## src/rtl/hazard_irq_ctrl_if.sv

```systemverilog
// Bundle between the pipeline and its sequencing controller: hazard and interrupt
// status going in, PC select and pipeline-register controls coming back.
interface hazard_irq_ctrl_if;
    logic       irq;
    logic       pc31_id;
    logic       id_flushed;
    logic       branch_taken_ex;
    logic       jump_id;
    logic       load_use_id;
    logic       undef_id;
    logic [2:0] pc_sel;
    logic       pc_write;
    logic       if_id_write;
    logic       if_id_flush;
    logic       id_ex_flush;
    logic       epc_we;
    logic       irq_ack;
    logic       irq_pending;

    // Pipeline side
    modport master (
        output irq, pc31_id, id_flushed, branch_taken_ex, jump_id, load_use_id, undef_id,
        input  pc_sel, pc_write, if_id_write, if_id_flush, id_ex_flush, epc_we, irq_ack,
               irq_pending
    );

    // Controller side
    modport slave (
        input  irq, pc31_id, id_flushed, branch_taken_ex, jump_id, load_use_id, undef_id,
        output pc_sel, pc_write, if_id_write, if_id_flush, id_ex_flush, epc_we, irq_ack,
               irq_pending
    );
endinterface

```

## src/rtl/hazard_irq_ctrl.sv

```systemverilog
// Five-stage pipeline sequencer: picks the PC source, stalls and flushes, and takes
// latched interrupts only at a safe user-mode point, with a re-entry guard window.
module hazard_irq_ctrl #(
    parameter int GUARD_CYCLES = 3
) (
    input  logic             clk,
    input  logic             reset,
    hazard_irq_ctrl_if.slave bus
);

    typedef enum logic {
        ST_RUN   = 1'b0,
        ST_GUARD = 1'b1
    } state_t;

    localparam logic [3:0] GUARD_INIT = 4'(GUARD_CYCLES);

    state_t     state_reg;
    logic       pending_reg;
    logic [3:0] gcnt_reg;

    logic [2:0] pc_sel_c;
    logic       pc_write_c;
    logic       if_id_write_c;
    logic       if_id_flush_c;
    logic       id_ex_flush_c;
    logic       epc_we_c;
    logic       take_c;
    logic       exc_c;

    // First matching rule wins; everything is held at defaults while in reset.
    always_comb begin
        pc_sel_c      = 3'd0;
        pc_write_c    = 1'b1;
        if_id_write_c = 1'b1;
        if_id_flush_c = 1'b0;
        id_ex_flush_c = 1'b0;
        epc_we_c      = 1'b0;
        take_c        = 1'b0;
        exc_c         = 1'b0;
        if (!reset) begin
            if (bus.branch_taken_ex) begin
                pc_sel_c      = 3'd1;
                if_id_flush_c = 1'b1;
                id_ex_flush_c = 1'b1;
            end else if (bus.undef_id && !bus.id_flushed) begin
                exc_c         = 1'b1;
                pc_sel_c      = 3'd4;
                if_id_flush_c = 1'b1;
                id_ex_flush_c = 1'b1;
                epc_we_c      = 1'b1;
            end else if (bus.load_use_id) begin
                pc_write_c    = 1'b0;
                if_id_write_c = 1'b0;
                id_ex_flush_c = 1'b1;
            end else if (state_reg == ST_RUN && pending_reg && !bus.pc31_id && !bus.id_flushed) begin
                // ID holds a real user instruction, so its PC+4 is a valid return address
                take_c        = 1'b1;
                pc_sel_c      = 3'd3;
                if_id_flush_c = 1'b1;
                id_ex_flush_c = 1'b1;
                epc_we_c      = 1'b1;
            end else if (bus.jump_id) begin
                pc_sel_c      = 3'd2;
                if_id_flush_c = 1'b1;
            end
        end
    end

    always_ff @(posedge clk) begin
        if (reset) begin
            pending_reg <= 1'b0;
            state_reg   <= ST_RUN;
            gcnt_reg    <= 4'd0;
        end else begin
            if (take_c)
                pending_reg <= 1'b0;
            else if (bus.irq)
                pending_reg <= 1'b1;

            if (exc_c || take_c) begin
                state_reg <= ST_GUARD;
                gcnt_reg  <= GUARD_INIT;
            end else if (state_reg == ST_GUARD) begin
                gcnt_reg <= gcnt_reg - 4'd1;
                if (gcnt_reg == 4'd1)
                    state_reg <= ST_RUN;
            end
        end
    end

    assign bus.pc_sel      = pc_sel_c;
    assign bus.pc_write    = pc_write_c;
    assign bus.if_id_write = if_id_write_c;
    assign bus.if_id_flush = if_id_flush_c;
    assign bus.id_ex_flush = id_ex_flush_c;
    assign bus.epc_we      = epc_we_c;
    assign bus.irq_ack     = take_c;
    assign bus.irq_pending = pending_reg;

endmodule

```

## src/flat_wrapper.sv

```systemverilog
// flat-port wrapper written by rule: the top's interface ports become plain ports
module hazard_irq_ctrl_flat 
#(
    parameter int GUARD_CYCLES = 3
)
  (clk, reset, bus_irq, bus_pc31_id, bus_id_flushed, bus_branch_taken_ex, bus_jump_id, bus_load_use_id, bus_undef_id, bus_pc_sel, bus_pc_write, bus_if_id_write, bus_if_id_flush, bus_id_ex_flush, bus_epc_we, bus_irq_ack, bus_irq_pending);
  hazard_irq_ctrl_if bus_i ();
  input  logic clk;
  input  logic reset;
  input wire logic [$bits(bus_i.irq)-1:0] bus_irq;
  input wire logic [$bits(bus_i.pc31_id)-1:0] bus_pc31_id;
  input wire logic [$bits(bus_i.id_flushed)-1:0] bus_id_flushed;
  input wire logic [$bits(bus_i.branch_taken_ex)-1:0] bus_branch_taken_ex;
  input wire logic [$bits(bus_i.jump_id)-1:0] bus_jump_id;
  input wire logic [$bits(bus_i.load_use_id)-1:0] bus_load_use_id;
  input wire logic [$bits(bus_i.undef_id)-1:0] bus_undef_id;
  output wire logic [$bits(bus_i.pc_sel)-1:0] bus_pc_sel;
  output wire logic [$bits(bus_i.pc_write)-1:0] bus_pc_write;
  output wire logic [$bits(bus_i.if_id_write)-1:0] bus_if_id_write;
  output wire logic [$bits(bus_i.if_id_flush)-1:0] bus_if_id_flush;
  output wire logic [$bits(bus_i.id_ex_flush)-1:0] bus_id_ex_flush;
  output wire logic [$bits(bus_i.epc_we)-1:0] bus_epc_we;
  output wire logic [$bits(bus_i.irq_ack)-1:0] bus_irq_ack;
  output wire logic [$bits(bus_i.irq_pending)-1:0] bus_irq_pending;
  assign bus_i.irq = bus_irq;
  assign bus_i.pc31_id = bus_pc31_id;
  assign bus_i.id_flushed = bus_id_flushed;
  assign bus_i.branch_taken_ex = bus_branch_taken_ex;
  assign bus_i.jump_id = bus_jump_id;
  assign bus_i.load_use_id = bus_load_use_id;
  assign bus_i.undef_id = bus_undef_id;
  assign bus_pc_sel = bus_i.pc_sel;
  assign bus_pc_write = bus_i.pc_write;
  assign bus_if_id_write = bus_i.if_id_write;
  assign bus_if_id_flush = bus_i.if_id_flush;
  assign bus_id_ex_flush = bus_i.id_ex_flush;
  assign bus_epc_we = bus_i.epc_we;
  assign bus_irq_ack = bus_i.irq_ack;
  assign bus_irq_pending = bus_i.irq_pending;
  hazard_irq_ctrl #(.GUARD_CYCLES(GUARD_CYCLES)) u_core (.clk(clk), .reset(reset), .bus(bus_i));
endmodule
```

## config.mk

```make
export PLATFORM = sky130hd
export DESIGN_NAME = hazard_irq_ctrl_flat
export DESIGN_NICKNAME = d
export VERILOG_FILES = /design/src/rtl/hazard_irq_ctrl_if.sv /design/src/rtl/hazard_irq_ctrl.sv /design/src/flat_wrapper.sv
export SDC_FILE = /design/constraint.sdc
export NUM_CORES = 1
export LEC_CHECK = 0
export ABC_CLOCK_PERIOD_IN_PS = 1500
export BUFFER_PORTS_ARGS = -buffer_cell sky130_fd_sc_hd__buf_2
export CAP_MARGIN = 0
export CORE_AREA = 3 3 40 42
export CTS_CLUSTER_DIAMETER = 80
export DETAILED_ROUTE_END_ITERATION = 10
export DIE_AREA = 0 0 43 45
export GPL_TIMING_DRIVEN = 0
export REMOVE_ABC_BUFFERS = 1
export SKIP_LAST_GASP = 1
export SLEW_MARGIN = 40
export SYNTH_ARGS = -nofsm -noshare
export SYNTH_HDL_FRONTEND = slang
export SYNTH_SLANG_ARGS = --single-unit
```

## constraint.sdc

```tcl
create_clock -name clk -period 1.5 [get_ports clk]
set_clock_uncertainty 0.2 [all_clocks]
set_input_delay 0.075 -clock clk [delete_from_list [all_inputs] [get_ports clk]]
set_output_delay 0.075 -clock clk [all_outputs]
set_load 0.05 [all_outputs]
```

==> results_dict.tcl <==
set metrics [dict create \
    syn_inst 56 \
    cap_violations 0 \
    drive_above_1_share_pct 46.2 \
    ys_ff_latch 6 \
    dr.pass1.iters 1 \
    regToRegEndpoint "u_core.gcnt_reg[2]" \
    cp-startpoint "u_core.state_reg" \
    reg2reg_depth 4 \
    slowest_delay_ns 0.36 \
    violations "negative setup slack" \
    worstPathRequired_ns 1.22 \
    die_y_microns 45 \
    syn_to_final_growth_pct 46.4 \
    slowest_stage "nor4b_4" \
    rsz0062_at_grt "true" \
    setup.worst_path.class "reg -> out" \
    cpLargestDelayFamily "simple AND/OR/NAND/NOR gates" \
    status "complete, but fails checks" \
    cts_buffers 3 \
    drt_iter0_markers 0 \
    clock_latency_ns 0.25 \
    final_common_cell "buf_2" \
    tns_ns -0.882 \
    crit_chain "nor4b_4 -> nand2_1 -> a21oi_2 -> buf_6" \
    switching_power_mw 0.179 \
    cp.buffers_inverters 1 \
    start_util_pct 35.1 \
    place.gp.congestion 0.730 \
    drc_errors 0 \
    first_global_vias 477 \
    cts_tree "built" \
    yosysTopAreaCellShare_pct 26.7 \
    slew_headroom_pct 78.1 \
    crit_cells 4 \
    internal_power_mw 0.330 \
    ant_nets 0 \
    fin_crit_sh_pct 114 \
    routed_via_density 5.00 \
    io-pin-count 19 \
    dieArea_sq_um 1940 \
    synth_top_area_cell "dfxtp_1" \
    rows 13 \
    antenna_found_initial 0 \
    synth_area_leaders "dfxtp_1 27%, nor2_1 5.8%, ha_1 5.6%, nor4b_4 5.3%, inv_1 4.2%" \
    fin_area_sq_um 659 \
    arrival_ns 1.44 \
    routed_wl_microns 1060 \
    p_comb_share_pct 33.2 \
    diodes 0 \
    synth_area_sq_um 450 \
    vias 465 \
    yosysSeqAreaShare_pct 26.7 \
    clock_path_buffers 2 \
    grt_pass1_wl_microns 1950 \
    place_area_sq_um 526 \
    r2r-start "u_core.state_reg" \
    clock-sinks 6 \
    fin_nets 91 \
    grt-ovfl-total 0 \
    crit_end "bus_pc_sel[1]" \
    power.density_nw_per_um2 772 \
    htreeDepth 1 \
    ys.warnings.count 0 \
    fmax_mhz 583 \
    swShare_pct 35.1 \
    hold_violations 0 \
    clock_power_share_pct 30.1 \
    port_buffers 18 \
    die_w_microns 43 \
    async_flop_share_pct 0 \
    synth_ff_type "dfxtp_1" \
    ys_types 30 \
    worstMarginPinSlew_ns 0.327 \
    start_kind "register" \
    layout_common_cells "12 x buf_2, 6 x nor2_1, 5 x inv_1, 5 x buf_4" \
    wl_per_cell_microns 11.4 \
    avgSynthCellArea_sq_um 8.04 \
    min_period_ns 1.71 \
    timing.final.ws_setup_ns -0.214 \
    p_leak_nw 0.272 \
    hpwl_microns 772 \
    crit_path_max_fanout 5 \
    path_clk_slew_ns 0.05 \
    finalSetupViolCount 5 \
    fillerInstances 128 \
    coreArea_sq_um 1280 \
    worstHoldPathType "in -> reg" \
    fin_util_pct 51.3 \
    synth_edf_count 0 \
    ff2ff_setup_slack_ns 0.11 \
    seqPwrFrac_pct 36.7 \
    grt_max_degree 9 \
    grtUsageTotal_pct 13.7 \
    largest_reg_flops 4 \
    end_kind "primary output" \
    vdd_drop_max_mv 0.414 \
    cts_root_buffer "clkbuf_4" \
    drv_slew 0 \
]
## timing repair
item,in CTS,in global routing
hold buffers,3,0
pin swaps,4,4
hold endpoints to repair,6,0
setup endpoints to repair,6,7
setup buffers,7,0
gates resized for setup,15,3
## worst min-delay path by stage
stage	depth (start not counted)	to	slack, ns	start
floorplan	1	u_core.gcnt_reg[1]	-0.06	reset
global placement	3	u_core.bus.irq_pending	0.16	bus_irq
detailed placement	3	u_core.bus.irq_pending	0.17	bus_irq
CTS	3	u_core.gcnt_reg[3]	0.02	bus_undef_id
global route	3	u_core.gcnt_reg[3]	0.05	bus_undef_id
finish	3	u_core.gcnt_reg[3]	0.02	bus_undef_id
## routing by layer
metal	global-route usage (%)	up-vias	routed length (microns)
li1	-	239	-
met1	13.8	205	443
met2	22.5	17	505
met3	2.39	4	77
met4	15.7	0	29
met5	0	-	0
## logic make-up after synthesis
logic type,share of synthesized area [%]
xor+xnor,5.83
buf+inv,11.7
simple gates,29.2
flops,26.7
fa+ha+maj,5.55
compound gates,21.1
## layout make-up
type | instances | area [sq um] | share of cell area, %
inverter | 5 | 18.8 | 2.85
tap | 15 | 18.8 | 2.85
clock buffer | 3 | 22.5 | 3.42
sequential | 6 | 125 | 19.0
timing repair buffer | 24 | 173 | 26.2
multi-input combinational | 40 | 302 | 45.7
## power groups by stage
stage | combinational [mW] | clock [mW] | sequential, mW
4_1_cts | 0.172 | 0.160 | 0.186
3_5_place_dp | 0.141 | 0 | 0.191
5_1_grt | 0.185 | 0.163 | 0.188
6_report | 0.169 | 0.153 | 0.187
2_1_floorplan | 0.0927 | 0 | 0.195
3_3_place_gp | 0.139 | 0 | 0.191
## tightest hold or removal path, delay by kind of cell
kind            cells  cell delay (ns)
simple gates        1             0.05
compound gates      1             0.16
buf+inv             1             0.14
## synthesized netlist by cell type, drive strengths merged (2+ instances only)
| library cell | number |
|---|---|
| nor3 | 3 |
| nand2 | 3 |
| inv | 5 |
| o21ai | 4 |
| buf | 4 |
| a21oi | 5 |
| nor4b | 2 |
| dfxtp | 6 |
| nor2 | 7 |
| ha | 2 |
| xnor2 | 2 |
## per-stage QoR
step                total power, mW  hold WS (ns)  setup WS [ns]  instances
floorplan                     0.288       -0.0626         -0.989         51
finish                        0.509        0.0229         -0.214         93
CTS                           0.518        0.0193         -0.205         97
global route                  0.536        0.0538         -0.319         93
detailed placement            0.333         0.166         -0.145         84
global placement              0.330         0.160         -0.148         84
(Power assumes the default switching activity.)
